$ cat src/rtl/mp_imem_arb.sv
// mp_imem_arb -- two-port arbiter in front of the single-ported instruction memory.
//
// Arbitrates instruction fetch (IF) against a load/debug read port (LS) that
// reads instruction space. One grant per cycle at most. IF normally wins a
// contended cycle, but once LS has been denied STARVE_LIMIT cycles in a row it
// is forced ahead for one grant. Memory read data returns one cycle after the
// access and is steered back as a per-port valid strobe on a shared data bus.
//
// Ports:
//   sys_clk, sys_rst       clock (rising edge), async active-high reset
//   if_req/if_addr         fetch request, held until if_gnt
//   if_flush               kills a fetch read granted this cycle or returning now
//   if_gnt                 fetch accepted this cycle (combinational)
//   if_vld/if_data         fetch response strobe / data
//   ls_req/ls_addr         LS request, held until ls_gnt
//   ls_gnt                 LS accepted this cycle (combinational)
//   ls_vld/ls_data         LS response strobe / data
//   mem_cen/mem_a          memory chip enable (active low) / word address
//   mem_q                  memory read data, valid the cycle after mem_cen low
module mp_imem_arb #(
    parameter int AW           = 30,
    parameter int DW           = 32,
    parameter int STARVE_LIMIT = 4,
    parameter int CW           = 3
) (
    input  logic          sys_clk,
    input  logic          sys_rst,
    input  logic          if_req,
    input  logic [AW-1:0] if_addr,
    input  logic          if_flush,
    output logic          if_gnt,
    output logic          if_vld,
    output logic [DW-1:0] if_data,
    input  logic          ls_req,
    input  logic [AW-1:0] ls_addr,
    output logic          ls_gnt,
    output logic          ls_vld,
    output logic [DW-1:0] ls_data,
    output logic          mem_cen,
    output logic [AW-1:0] mem_a,
    input  logic [DW-1:0] mem_q
);

    typedef enum logic [1:0] {
        OWN_NONE = 2'd0,
        OWN_IF   = 2'd1,
        OWN_LS   = 2'd2
    } owner_e;

    localparam logic [CW-1:0] LIMIT   = CW'(STARVE_LIMIT);
    localparam logic [CW-1:0] CNT_MAX = {CW{1'b1}};

    owner_e        owner_q, owner_d;
    logic [CW-1:0] starve_cnt, cnt_d;
    logic          force_ls, force_d;
    logic          if_vld_q, if_vld_d;

    // ------------------------------------------------------------------
    // Arbitration: IF has priority unless LS has been starved long enough.
    // ------------------------------------------------------------------
    always_comb begin
        if_gnt = 1'b0;
        ls_gnt = 1'b0;
        if (if_req && ls_req) begin
            if (force_ls) ls_gnt = 1'b1;
            else          if_gnt = 1'b1;
        end else if (if_req) begin
            if_gnt = 1'b1;
        end else if (ls_req) begin
            ls_gnt = 1'b1;
        end
    end

    // Idle address follows if_addr so the bus does not toggle needlessly.
    assign mem_cen = ~(if_gnt | ls_gnt);
    assign mem_a   = ls_gnt ? ls_addr : if_addr;

    // ------------------------------------------------------------------
    // Starvation tracking. force_ls is registered from the next count so it
    // is exactly (starve_cnt >= STARVE_LIMIT) without a compare in the
    // grant path.
    // ------------------------------------------------------------------
    always_comb begin
        cnt_d = '0;
        if (ls_req && !ls_gnt)
            cnt_d = (starve_cnt == CNT_MAX) ? starve_cnt : starve_cnt + 1'b1;
        force_d = (cnt_d >= LIMIT);
    end

    // ------------------------------------------------------------------
    // Ownership of the in-flight read (next-state logic).
    // ------------------------------------------------------------------
    always_comb begin
        owner_d  = OWN_NONE;
        if_vld_d = 1'b0;
        if (if_gnt) begin
            owner_d  = OWN_IF;
            // A flush in the grant cycle kills the read; the access still
            // goes to memory since mem_cen is already low.
            if_vld_d = ~if_flush;
        end else if (ls_gnt) begin
            owner_d  = OWN_LS;
        end
    end

    always_ff @(posedge sys_clk or posedge sys_rst) begin
        if (sys_rst) begin
            owner_q    <= OWN_NONE;
            starve_cnt <= '0;
            force_ls   <= 1'b0;
            if_vld_q   <= 1'b0;
        end else begin
            owner_q    <= owner_d;
            starve_cnt <= cnt_d;
            force_ls   <= force_d;
            if_vld_q   <= if_vld_d;
        end
    end

    // ------------------------------------------------------------------
    // Response steering. A flush raised in the return cycle also drops the
    // strobe, so the fetch unit never sees data from a redirected stream.
    // ------------------------------------------------------------------
    assign if_vld  = if_vld_q & (owner_q == OWN_IF) & ~if_flush;
    assign ls_vld  = (owner_q == OWN_LS);
    assign if_data = mem_q;
    assign ls_data = mem_q;

endmodule

$ cat config.mk
export PLATFORM = sky130hd
export DESIGN_NAME = mp_imem_arb
export DESIGN_NICKNAME = d
export VERILOG_FILES = /design/src/rtl/mp_imem_arb.sv
export SDC_FILE = /design/constraint.sdc
export NUM_CORES = 1
export LEC_CHECK = 0
export ABC_AREA = 1
export CAP_MARGIN = 20
export CORE_AREA = 2 2 76 78
export CTS_BUF_LIST = sky130_fd_sc_hd__clkbuf_16
export DETAILED_ROUTE_END_ITERATION = 10
export DIE_AREA = 0 0 78 80
export PLACE_DENSITY = 0.91
export SYNTH_ARGS = -nofsm -noshare
export SYNTH_HDL_FRONTEND = slang
export SYNTH_SLANG_ARGS = --single-unit
$ cat constraint.sdc
create_clock -name sys_clk -period 1.55 [get_ports sys_clk]
set_input_delay 0.465 -clock sys_clk [delete_from_list [all_inputs] [get_ports sys_clk]]
set_output_delay 0.465 -clock sys_clk [all_outputs]
set_load 0.05 [all_outputs]
# Yosys cells after proc, flatten, opt, wreduce, memory -nomap -nowiden
# Cells that the tools add are included.
[classes] mux=13 bitwise=5 eq_ne=3 n_reduce_logical=3 magnitude_cmp=1 n_addsub=1
[ops] cell="$mux 30" n=1
[ops] cell="$mux 1" n=8
[ops] cell="$mux 3" n=2
[ops] cell="$mux 2" n=2
[ops] cell="$add 3x1->3 const B" n=1
[ops] cell="$eq 3x3->1 const B" n=1
[ops] cell="$ge 3x3->1 const B" n=1
[ops] cell="$and 1x1->1" n=2
[ops] cell="$eq 2x1->1 const B" n=1
[ops] cell="$eq 2x2->1 const B" n=1
[ops] cell="$logic_and 1x1->1" n=2
[ops] cell="$not 1->1" n=2
[ops] cell="$logic_not 1->1" n=1
[ops] cell="$or 1x1->1" n=1
[word_totals] in_bits=97 wordCells=30 out_inout_bits=99 reg_bits=7

# Depth between registers and ports, before layout
# Gate-level depths: netlist of run 1.
[logic_depth] depth_word=7 ltp_mapped=6

# Least setup slack after synthesis of run 1
# No wires, ideal clock.
[synth_path] kind="input -> output" start="in if_flush" end="out if_vld" stages=1 setup_slack_ns=-0.456 t_arrival_ns=1.541 t_required_ns=1.085 path_cell_list="nor3_1"
[synth_via] elab_chain_cells=2
[synth_rtl] element="from (decl)" line_no="30" text="input logic if_flush,"
[synth_rtl] element="$not 1->1" line_no="124" text="assign if_vld = if_vld_q & (owner_q == OWN_IF) & ~if_flush;"
[synth_rtl] element="$and 1x1->1" line_no="124"
[synth_rtl] element="to (decl)" line_no="32" text="output logic if_vld,"
# Every way passes these cells.

==> results of run 1 <==
## layout by cell type, fill, tap and decap left out
| cell type | instances |
|---|---|
| clkdlybuf4s50_1 | 61 |
| nand2_4 | 32 |
| nand3_1 | 31 |
| buf_8 | 26 |
| nand2_1 | 22 |
| nand2_2 | 9 |
| buf_12 | 9 |
| buf_6 | 8 |
| inv_1 | 6 |
| dfrtp_1 | 6 |
| buf_4 | 6 |
| nor2_1 | 4 |
| clkbuf_16 | 4 |
| inv_2 | 1 |
| nand2_8 | 1 |
| clkinvlp_4 | 1 |
| a21oi_1 | 1 |
| nor3_2 | 1 |
| a21boi_4 | 1 |
| nor2_4 | 1 |
| ha_1 | 1 |
| buf_16 | 1 |
| clkdlybuf4s15_1 | 1 |
| buf_2 | 1 |
## metrics by stage
step / utilization (%) / setup WS [ns] / instance area [um^2] / std cells / power [W]
final: 45.9 / -0.305 / 2480 / 307 / 0.00152
after global routing: 45.9 / -0.352 / 2480 / 307 / 0.00158
after CTS: 44.6 / -0.303 / 2410 / 305 / 0.00150
after detailed placement: 37.7 / -0.656 / 2040 / 298 / 0.000950
after global placement: 37.7 / -0.609 / 2040 / 298 / 0.000938
after floorplan: - / -0.0417 / 1420 / 192 / 0.00106
## power breakdown
group	internal (W)	switching, W
Clock	0.000331	0.0000827
Combinational	0.000451	0.000492
Sequential	0.000164	0.00000316
Total	0.000946	0.000578
## sequential cells by signal, indices dropped and copies added (netlist names)
signal	cells
if_vld_q	1
owner_q	2
starve_cnt	3
## cell type report
type	count	area [um^2]
Multi-Input combinational cell	104	747
Timing Repair Buffer	114	1380
Sequential cell	6	150
Fill cell	487	2930
Inverter	8	33.8
Clock buffer	3	75.1
Tap cell	72	90.1
## timing repair
item / CTS / global route
gates cloned: 1 / 1
hold endpoints to repair: 0 / 0
gates resized for setup: 83 / 9
buffers inserted: 3 / 1
pin swaps: 4 / 3
setup endpoints to repair: 34 / 32
## cell families (layout without fill, tap and decap cells)
kind of cell | count (synthesis) | in the layout | share of synthesized area, %
DFF | 6 | 6 | 12.8
AOI/OAI and AO/OA | 2 | 2 | 1.07
adders and majority gates | 1 | 1 | 1.07
buffers and inverters | 82 | 125 | 48.5
and+or+nand+nor | 101 | 101 | 36.6
## per-layer routing
layer | global-route usage [%] | vias to the layer above
li1 | - | 620
met1 | 12.4 | 606
met3 | 5.20 | 23
met5 | 0 | -
met4 | 7.54 | 0
met2 | 28.4 | 77
## worst paths after layout
kind	start	to	slack (ns)	cells past startpoint
worst max-delay path	starve_cnt[2]	mem_a[23]	-0.30	8
worst min-delay path	starve_cnt[0]	starve_cnt[0]	0.44	1
worst max register to register	starve_cnt[2]	if_vld_q	0.37	7
worst min register to register	starve_cnt[0]	starve_cnt[0]	0.44	1
max in group asynchronous	sys_rst	if_vld_q	0.86	2
min in group asynchronous	sys_rst	starve_cnt[2]	0.49	2
==> summary.txt, run 1 <==
Clock tree
  • Clock sinks: 6
  • CTS buffer count: 3
  • Worst-skew pair later-pin latency: 0.23 ns
  • Clk buf depth: 2
  • Clock root cell: clkbuf_16
  • Clock-pin slew on the worst setup and hold paths: 0.03 ns
  • CTS tree: done
  • H-tree depth: 1
  • Hold buffers post-CTS: 0

Setup path
  • Largest stage delay on the critical path: 0.38 ns
  • CP arrival: 1.39 ns
  • Crit Path Max Fanout: 8
  • Worst path top cell family by delay: buffers and inverters
  • Worst Setup Start Kind: flop
  • CP max-delay cell: dfrtp_1
  • Worst Path Buf+Inv: 4
  • Worst Path Required: 1.08 ns
  • CP Cell Sequence: inv_2 -> nand2_4 -> nand2_8 -> buf_12 -> buf_12 -> nand2_2 -> nand2_4 -> buf_8
  • Setup crit end kind: primary output
  • Critical path class: flop to primary output

Drt
  • DR WL/cell: 15.1 um
  • Starting DRC count in detailed routing: 31
  • Residual DRC count: 0
  • Routed met3 length: 407 um
  • First-pass DRT Iterations: 3
  • Routed WL: 4630 um
  • Met2 Routed Length: 2550 um
  • DR top layer: met4
  • Via density: 4.32
  • Met1 wire length: 1480 um
  • Via count: 1326
  • Post-route ant nets: 0

STA
  • Clk_skew: 0.000909 ns
  • Number of hold violations in the final report: 0
  • Final Cycle Share: 120%
  • Post-route setup TNS: -7.83 ns
  • Least-Margin Pin Slew: 0.248 ns
  • Slew Limit Fails: 0
  • Min cycle time layout: 1.85 ns
  • RSZ-0062 raised after global routing: true
  • Max-Slew Margin vs Limit: 83.5%
  • Highest clock rate: 0.539 GHz
  • Setup violators final: 32
  • Hold_ws: 0.437 ns
  • Final worst slack: -0.305 ns

Logic synthesis
  • Most frequent cells after synthesis: 67 x buf_4, 62 x nand2_1, 31 x nand3_1
  • Top-area cell type share of the netlist area: 42.9%
  • Count of distinct cell types in the synthesized netlist: 14
  • Post-synthesis register bit count: 6
  • Sequential area share after synthesis: 12.8%
  • Most frequent cell after synthesis: buf_4
  • Area contributors post-synth: buf_4 43%, nand2_1 20%, nand3_1 13%, dfrtp_1 13%, buf_2 3.0%
  • Syn Inst Count: 192
  • Main flop type after synthesis: dfrtp_1
  • Number of synthesized flops with an enable pin: 0
  • Synth Net Count: 290
  • Average size of a mapped cell: 6.11 um^2
  • Asr flop ratio synth: 100%
  • Synth warn: 0
  • Area leader, netlist: buf_4
  • Post-synthesis cell area: 1170 um^2

Die
  • Die W: 78 um
  • Die Height: 80 um
  • Die area: 6240 um^2
  • Initial core utilization: 21.7%
  • Ports: 196
  • Core box area: 5410 um^2
  • # rows: 27

Job
  • Max-cap violations: 0

Place
  • PortBufs: 99
  • Hpwl dp: 3250 um
  • GP Congestion: 0.712

Cells and area
  • Layout net count: 335
  • Antenna cells: 0
  • Area growth syn-to-layout: 112%
  • Share of layout cells above drive strength 1: 43.4%

Power and ir drop
  • LEAKAGE: 1.13 nW
  • Worst vdd ir: 0.282 mV
  • Pwr/cell area: 614 nW/um^2

Min path
  • Worst hold path type: flop to flop

GRT
  • Pin count of the biggest net entering global routing: 17
  • Antenna violations before repair: 0
  • First-pass GRT wire length: 7090 um
  • Vias in the first global route: 1504
  • Global-route usage over all layers: 14.3%
  • Overflow after GRT: 0

Status
  • Failing checks: negative setup slack
  • Status: finished, violations left
No activity file was read; power rests on OpenSTA's default activity.
==> inputs of run 2 (changes only) <==
--- a/config.mk
+++ b/config.mk
@@ -5,12 +5,10 @@
 export SDC_FILE = /design/constraint.sdc
 export NUM_CORES = 1
 export LEC_CHECK = 0
-export ABC_AREA = 1
 export CAP_MARGIN = 20
-export CORE_AREA = 2 2 76 78
+export CORE_UTILIZATION = 22
 export CTS_BUF_LIST = sky130_fd_sc_hd__clkbuf_16
 export DETAILED_ROUTE_END_ITERATION = 10
-export DIE_AREA = 0 0 78 80
 export PLACE_DENSITY = 0.91
 export SYNTH_ARGS = -nofsm -noshare
 export SYNTH_HDL_FRONTEND = slang
==> summary.txt, run 2 <==
GRT
  • Global-route usage over all layers: 10.6%
  • Overflow after GRT: 0
  • Pin count of the biggest net entering global routing: 9
  • Antenna violations before repair: 0
  • First-pass GRT wire length: 4860 um
  • Vias in the first global route: 1049

Clock tree
  • H-tree depth: 1
  • Clk buf depth: 2
  • Clock sinks: 6
  • Worst-skew pair later-pin latency: 0.23 ns
  • CTS tree: done
  • CTS buffer count: 3
  • Clock root cell: clkbuf_16
  • Clock-pin slew on the worst setup and hold paths: 0.03 ns
  • Hold buffers post-CTS: 0

Drt
  • Residual DRC count: 0
  • Starting DRC count in detailed routing: 20
  • Post-route ant nets: 0
  • First-pass DRT Iterations: 4
  • Routed WL: 3140 um
  • Via density: 3.76
  • DR WL/cell: 13.4 um
  • Via count: 883

Setup path
  • R2R Setup Slk: 0.49 ns
  • Worst Setup Start Kind: flop
  • Crit Path Max Fanout: 8
  • Critical path class: flop to primary output
  • Setup crit end kind: primary output
  • Worst r2r src: starve_cnt[2]
  • Cell count of the worst reg-to-reg path: 5
  • CP arrival: 1.52 ns
  • Worst Path Required: 1.08 ns
  • Launch point of the worst path: starve_cnt[2]
  • Reg2reg end: owner_q[1]
  • CP endpoint: mem_a[26]

STA
  • Number of hold violations in the final report: 0
  • Slew Limit Fails: 0
  • Setup violators final: 32
  • Final Cycle Share: 128%
  • Final worst slack: -0.437 ns
  • Least-Margin Pin Slew: 0.266 ns
  • Max-Slew Margin vs Limit: 82.2%
  • Min cycle time layout: 1.99 ns
  • RSZ-0062 raised after global routing: true
  • Post-route setup TNS: -12.85 ns
  • Highest clock rate: 0.503 GHz
  • Clk_skew: 0.00337 ns

Cells and area
  • Layout Utilization: 43.4%
  • Layout net count: 265
  • Biggest register: starve_cnt
  • Layout Cells excl Fill: 235
  • Largest register FFs: 3
  • Most frequent cells in the layout: 61 x clkdlybuf4s50_1, 30 x mux2_4, 21 x buf_6
  • Area growth syn-to-layout: 86.3%
  • Antenna cells: 0
  • Commonest non-fill, non-tap cell in the layout: clkdlybuf4s50_1
  • Share of layout cells above drive strength 1: 54.5%
  • Top Registers: starve_cnt (3), owner_q (2), if_vld_q (1)
  • FILL cells: 500

Logic synthesis
  • Synth warn: 0
  • Asr flop ratio synth: 100%
  • Post-synthesis cell area: 1210 um^2
  • Area leader, netlist: buf_4
  • Average size of a mapped cell: 10.4 um^2
  • Post-synthesis register bit count: 6
  • Synth Net Count: 215
  • Most frequent cell after synthesis: buf_4
  • Area contributors post-synth: buf_4 40%, mux2_4 35%, dfrtp_1 12%, buf_6 2.8%, mux2_2 1.9%
  • Top-area cell type share of the netlist area: 39.6%
  • Count of distinct cell types in the synthesized netlist: 15
  • Sequential area share after synthesis: 12.4%
  • Main flop type after synthesis: dfrtp_1
  • Syn Inst Count: 117
  • Number of synthesized flops with an enable pin: 0
  • Most frequent cells after synthesis: 64 x buf_4, 28 x mux2_4, 6 x dfrtp_1

Power and ir drop
  • Worst vdd ir: 0.268 mV
  • Overall power: 0.00143 W
  • LEAKAGE: 1.07 nW
  • Pwr/cell area: 631 nW/um^2

Die
  • Die area: 5810 um^2
  • # rows: 26
  • Die Height: 76.2 um
  • Ports: 196
  • Initial core utilization: 23.3%
  • Core box area: 5200 um^2
  • Die W: 76.2 um

Status
  • Failing checks: negative setup slack
  • Status: finished, violations left

Place
  • Hpwl dp: 2490 um
  • Inst Count DP: 227
  • PortBufs: 99
  • GP Congestion: 0.696

Job
  • Max-cap violations: 0

Min path
  • Worst hold path type: flop to flop
## run 2: worst min-delay path by stage
stage | cells past startpoint | endpoint | slack, ns | start
after floorplan | 1 | if_vld_q | 0.26 | sys_rst
after global placement | 1 | starve_cnt[0] | 0.45 | starve_cnt[0]
after detailed placement | 1 | starve_cnt[0] | 0.43 | starve_cnt[0]
after CTS | 1 | starve_cnt[0] | 0.44 | starve_cnt[0]
after global routing | 1 | starve_cnt[0] | 0.45 | starve_cnt[0]
final | 1 | starve_cnt[0] | 0.44 | starve_cnt[0]
## run 2: kinds of logic after synthesis
group	Yosys count	synth area share [%]
buf+inv	70	43.3
compound gates	1	0.619
mux	30	36.5
fa+ha+maj	1	1.03
simple gates	9	6.09
flops	6	12.4
## run 2: report_power, final
part	switching, W	internal [W]	leakage, nW
registers	0.00000366	0.000164	0.0783
clock network	0.0000783	0.000330	0.0370
logic	0.000385	0.000464	0.953
total	0.000467	0.000959	1.07
## run 2: cell type report
class	instances	area, um^2	share of cell area, %
timing repair buffer	112	1350	59.6
multi-input combinational	41	587	26.0
sequential	6	150	6.65
tap	70	87.6	3.88
clock buffer	3	75.1	3.32
inverter	3	13.8	0.609
## run 2: through the flow
step / area (um^2) / setup WS (ns) / hold slack (ns)
4_1_cts: 2240 / -0.464 / 0.437
5_1_grt: 2260 / -0.484 / 0.446
6_report: 2260 / -0.437 / 0.440
2_1_floorplan: 1250 / -0.0901 / 0.256
3_3_place_gp: 2000 / -0.750 / 0.447
3_5_place_dp: 2000 / -0.780 / 0.431
## run 2: metal layers
metal	part of all wire (%)	vias to the layer above	track usage, %
li1	-	419	-
met1	30	401	9.17
met2	60	53	22.4
met3	8.7	10	2.40
met4	0.67	0	4.23
met5	0	-	0
## run 2: timing repair
| action | 4_1_cts | 5_1_grt |
|---|---|---|
| resized for setup | 43 | 2 |
| gates cloned | 2 | 0 |
| buffers inserted | 1 | 2 |
| pin swaps | 3 | 2 |
| hold endpoints to repair | 0 | 0 |
| setup endpoints to repair | 34 | 33 |
## run 2: worst max-delay path, cell delays in order, from the launching register on
cell	delay [ns]
dfrtp_1	0.38
nand2b_4	0.17
nand2_8	0.12
buf_12	0.15
mux2_4	0.31
buf_6	0.16
==> inputs of run 3 (changes only) <==
--- a/config.mk
+++ b/config.mk
@@ -9,6 +9,7 @@
 export CORE_UTILIZATION = 22
 export CTS_BUF_LIST = sky130_fd_sc_hd__clkbuf_16
 export DETAILED_ROUTE_END_ITERATION = 10
+export HOLD_SLACK_MARGIN = 0.05
 export PLACE_DENSITY = 0.91
 export SYNTH_ARGS = -nofsm -noshare
 export SYNTH_HDL_FRONTEND = slang
==> results of run 3 <==
Final layout, timing and power as in run 2 (identical DEF).
==> variant 1 (config.mk and constraints of run 2) <==
Change the parameter `CW` from 3 to 2.
--- a/src/rtl/mp_imem_arb.sv
+++ b/src/rtl/mp_imem_arb.sv
@@ -23,3 +23,3 @@
     parameter int STARVE_LIMIT = 4,
-    parameter int CW           = 3
+    parameter int CW           = 2
 ) (
Formal check against the unedited RTL: not equivalent (Yosys sat finds a counterexample within 4 cycles, from zero or initial values and one cycle with sys_rst high).
==> variant 1 against run 2 <==
- the flow still finishes with violations (negative setup slack)
- power grew 7.2%
- cell area increased by 2.4%
- sequential cell count decreased by 2
- area after synthesis is 16% lower
- maximum frequency down 2.2%
- first-iteration DRC count decreased by 15%
- worst setup slack worse by 45 ps
- routed wire length grew 16%
- critical endpoint is now mem_a[14]
- largest power group unchanged
==> variant 1: results (changes against run 2) <==
- The switching portion of total power is 0.335 (+0.00693).
- The first-pass GRT wire length came to 5.23 mm (+7.7%).
- The sequential share of the synthesized area is 0.0983 (-0.0256).
- The depth of the most critical reg-to-reg path is 4 (-1).
- The ratio of routed vias to standard cells is 4.13 (+10%).
- The least setup slack across all paths after layout is -482 ps (-45.5 ps).
- The leakage power is 1.06 nW (-0.37%).
- The post-cts resize count is 22 (-49%).
- The total routing resource utilization after global routing is 0.138 (+0.0327).
- The half-perimeter wire length after placement was 2.83 mm (+14%).
- The number of nets produced by synthesis is 209 (-2.8%).
- The number of global-route vias before repair came to 1003 (-4.4%).
- The maximum number of pins on one net before global-route repair is 13 (+4).
- The flow ran to the end, but the final reports show violations.
- The highest ir drop seen on vdd came to 453 uV (+69%).
- The largest registers in the layout are owner_q: 2 flops, force_ls: 1 flops, if_vld_q: 1 flops.
- The setup fix buffers added after clock tree synthesis was 5 (+4).
- The number of setup violations in the final report is 32 (unchanged).
- The worst hold path class is in2async.
- The top fanout value on the critical path was 6 (-2).
- The number of distinct standard cells referenced by the synthesized netlist came to 12 (-3).
- The combinational group share of total power is 0.666 (+0.070).
- The flop-to-flop setup slack is 530 ps (+40 ps).
- The post-route clock skew is 0.921 ps (-2.45 ps).
- The final reports fail on negative setup slack.
- The number of nets in the layout is 260 (-1.9%).
- The placer's final routability congestion estimate is 0.728 (+4.5%).
- The detailed router's first-iteration violation count is 17 (-15%).
- The data arrival at the endpoint of the critical path came to 1570 ps (+50 ps).
- The final wirelength is 3.65 mm (+16%).
- The instance count after placement with tap cells included is 203 (-11%).
- Broken down by cell family, the worst path's largest delay share belongs to buffers and inverters.
- The mean instance size in the synthesized netlist is 9.09 sq um (-12%).
[variant 1: cell types whose count changed after synthesis, moves of 2 or more]
cell	run 2	this run
and4b_1	2	0
dfrtp_1	6	4
mux2_1	0	2
mux2_2	2	28
mux2_4	28	0
[variant 1: final cells by class]
cell class	count	area (sq um)
clock buffers	3	75.1
well taps	52	65.1
inverters	4	27.5
fillers	377	2100
multi-input cells	37	523
repair buffers	113	1520
flip-flops and latches	4	100
[variant 1: worst max-delay path by stage]
stage                           end  slack, ps  depth (start not counted)
after floorplan           mem_a[10]       -160                          4
after global placement     mem_a[8]       -980                          6
after detailed placement   mem_a[7]      -1000                          6
after CTS                 mem_a[14]       -490                          5
after global routing      mem_a[14]       -520                          5
final                     mem_a[14]       -480                          5
[variant 1: layer usage]
| layer | part of all wire | track usage | vias to the layer above |
|---|---|---|---|
| met2 | 0.55 | 0.271 | 85 |
| met4 | 0.0071 | 0.0289 | 0 |
| met1 | 0.32 | 0.129 | 387 |
| li1 | - | - | 399 |
| met3 | 0.13 | 0.0620 | 9 |
| met5 | 0 | 0 | - |
[variant 1: per-stage QoR]
stage | power [mW] | worst slack, ps | util | hold WS (ps)
6_report | 1.53 | -482 | 0.524 | 432
5_1_grt | 1.58 | -516 | 0.524 | 447
4_1_cts | 1.54 | -486 | 0.518 | 436
3_5_place_dp | 1.08 | -997 | 0.476 | 638
3_3_place_gp | 1.08 | -977 | 0.476 | 627
2_1_floorplan | 1.00 | -163 | - | 231
[variant 1: logic make-up (layout without fill, tap and decap cells)]
group	after synthesis	in the layout	share of synthesized area
buf+inv	71	120	0.520
other cells	1	1	0.00368
compound gates	2	2	0.0209
flops	4	4	0.0983
simple gates	4	4	0.0258
mux	30	30	0.332
==> variant 2 (config.mk and constraints of run 2) <==
Without the edit above. Re-encode `owner_e` (3 values) as one-hot, 3 bits wide.
--- a/src/rtl/mp_imem_arb.sv
+++ b/src/rtl/mp_imem_arb.sv
@@ -43,6 +43,6 @@
 
-    typedef enum logic [1:0] {
-        OWN_NONE = 2'd0,
-        OWN_IF   = 2'd1,
-        OWN_LS   = 2'd2
+    typedef enum logic [2:0] {
+        OWN_NONE = 3'b001,
+        OWN_IF   = 3'b010,
+        OWN_LS   = 3'b100
     } owner_e;
Check against the original RTL: same outputs for any inputs over 10 cycles, from zero or initial values and one cycle with sys_rst high; not proved beyond that.
==> variant 2 against run 2 <==
- the flow still finishes with violations (negative setup slack)
- register-to-register slack worse by 120 ps
- cell area grew 6.1%
- die area increased by 5.8%
- routed wire length rose by 11%
- worst setup slack got worse by 71 ps
- non-clock buffer count rose by 2
- sequential cell count rose by 1
- area after synthesis grew 6.0%
- first-iteration DRC count shrank 70%
- power increased by 8.0%
==> variant 2: results (changes against run 2) <==
- The run finished, with violations left.
- The final reports fail on negative setup slack.
- The pre-CTS setup slack is -854 ps (-74.2 ps).
- The number of non-filler instances in the completed layout is 243 (+3.4%).
- Sorting the synthesized cells by how often they occur yields buf_4, mux2_4, dfrtp_1.
- The largest registers in the layout are owner_q: 3 flops, starve_cnt: 2 flops.
- The half-perimeter wire length after placement is 2.89 mm (+16%).
- The measured slew at the worst slew-check pin is 281 ps (+15.4 ps).
- The synthesized instance count came to 121 (+3.4%).
- Ranked by total cell area, the synthesized netlist is headed by buf_4, mux2_4, dfrtp_1.
- The share of final-layout standard cells stronger than drive strength 1 is 0.567 (+0.0218).
- The launch instance of the worst register-to-register path is force_ls$_DFF_PP0_.
- The number of global-route vias before repair is 1021 (-2.7%).
- The number of nets in the layout is 270 (+1.9%).
- The number of fillers in the final layout is 511 (+2.2%).
- The first-pass GRT wire length is 4.96 mm (+2.1%).
- The number of nets produced by synthesis is 219 (+1.9%).
- The endpoint of the worst hold path is starve_cnt[0]$_DFF_PP0_.
- The highest ir drop seen on vdd is 530 uV (+98%).
- The ratio of routed vias to standard cells is 3.92 (+4.4%).
- The instance count after placement with tap cells included is 232 (+2.2%).
- The post-route clock skew was 0.585 ps (-2.78 ps).
- The number of setup violations in the final report is 32 (unchanged).
- The least setup slack across all paths after layout came to -508 ps (-71.2 ps).
- The depth of the most critical reg-to-reg path is 6 (+1).
- The routed length per instance was 14.4 microns (+7.5%).
- The first-pass iteration count of the detailed router came to 3 (-1).
- The mux cell area share after synthesis is 0.345 (-0.0206).
- The flop-to-flop setup slack is 370 ps (-120 ps).
- The sequential share of the synthesized area is 0.137 (+0.0135).
- The data arrival at the endpoint of the critical path is 1590 ps (+70 ps).
- The number of distinct standard cells referenced by the synthesized netlist is 18 (+3).
- The leakage power came to 1.14 nW (+6.3%).
- The worst hold-check slack came to 438 ps (-2.16 ps).
- The endpoint of the worst register-to-register path is if_vld_q$_DFF_PP0_.
[variant 2: changes by cell type after synthesis, sizes merged]
| cell | before | now |
|---|---|---|
| buf | 67 | 68 |
| dfstp | 0 | 1 |
| and3 | 0 | 2 |
| and4b | 2 | 0 |
| nor4bb | 1 | 0 |
| nor2 | 1 | 3 |
| nand4bb | 0 | 1 |
[variant 2: worst register-to-register path, delay by kind of cell (launching register included)]
| family | cells | cell delay (ps) |
|---|---|---|
| buf+inv | 4 | 510 |
| simple gates | 1 | 120 |
| flops | 1 | 390 |
| compound gates | 1 | 40 |
[variant 2: cells by family (layout without fill, tap and decap cells)]
kind of cell,Yosys count,count (layout)
buffers and inverters,71,121
multiplexers,30,30
AO/OA/AOI/OAI,1,1
adder cells (fa/ha/maj),1,1
flip-flops,7,7
AND/OR/NAND/NOR,11,11
[variant 2: per-layer routing]
metal / GRT usage / part of all wire / up-vias / wire length [microns]
met5: 0 / 0 / - / 0
met4: 0.0259 / 0.0080 / 0 / 28
met3: 0.0453 / 0.14 / 5 / 481
met2: 0.204 / 0.54 / 94 / 1880
met1: 0.0961 / 0.32 / 425 / 1110
li1: - / - / 429 / -
[variant 2: worst max-delay path by stage]
| stage | endpoint | from | cells past startpoint |
|---|---|---|---|
| 6_report | mem_a[2] | force_ls$_DFF_PP0_ | 5 |
| 3_5_place_dp | mem_a[0] | if_req | 6 |
| 2_1_floorplan | mem_a[10] | if_req | 5 |
| 3_3_place_gp | mem_a[15] | if_req | 6 |
| 5_1_grt | mem_a[4] | force_ls$_DFF_PP0_ | 5 |
| 4_1_cts | mem_a[2] | force_ls$_DFF_PP0_ | 6 |
[variant 2: area by class of cell]
type	count	area, sq um	area share
clock buffer	3	75.1	0.0313
clock inverter	1	5.00	0.00209
multi-input combinational	43	572	0.239
timing repair buffer	114	1470	0.612
sequential	7	176	0.0736
tap	72	90.1	0.0376
inverter	3	11.3	0.00470
[variant 2: per-stage QoR]
| stage | TNS, ps | cell area (sq um) | power, mW |
|---|---|---|---|
| finish | -15180 | 2400 | 1.54 |
| global route | -17120 | 2400 | 1.59 |
| CTS | -16800 | 2440 | 1.57 |
| detailed placement | -26920 | 2220 | 1.08 |
| global placement | -25840 | 2220 | 1.07 |
| floorplan | -8570 | 1290 | 1.06 |
[variant 2: power by group]
part / total (mW) / internal (mW) / switching (mW) / leakage, nW
Combinational: 0.909 / 0.519 / 0.390 / 1.01
Sequential: 0.196 / 0.193 / 0.00392 / 0.0887
Clock: 0.434 / 0.338 / 0.0960 / 0.0409
[variant 2: timing repair]
item | CTS | global route
gates cloned | 2 | 0
gates resized for setup | 25 | 12
buffers inserted | 8 | 2
pin swaps | 4 | 2
setup endpoints to repair | 34 | 33
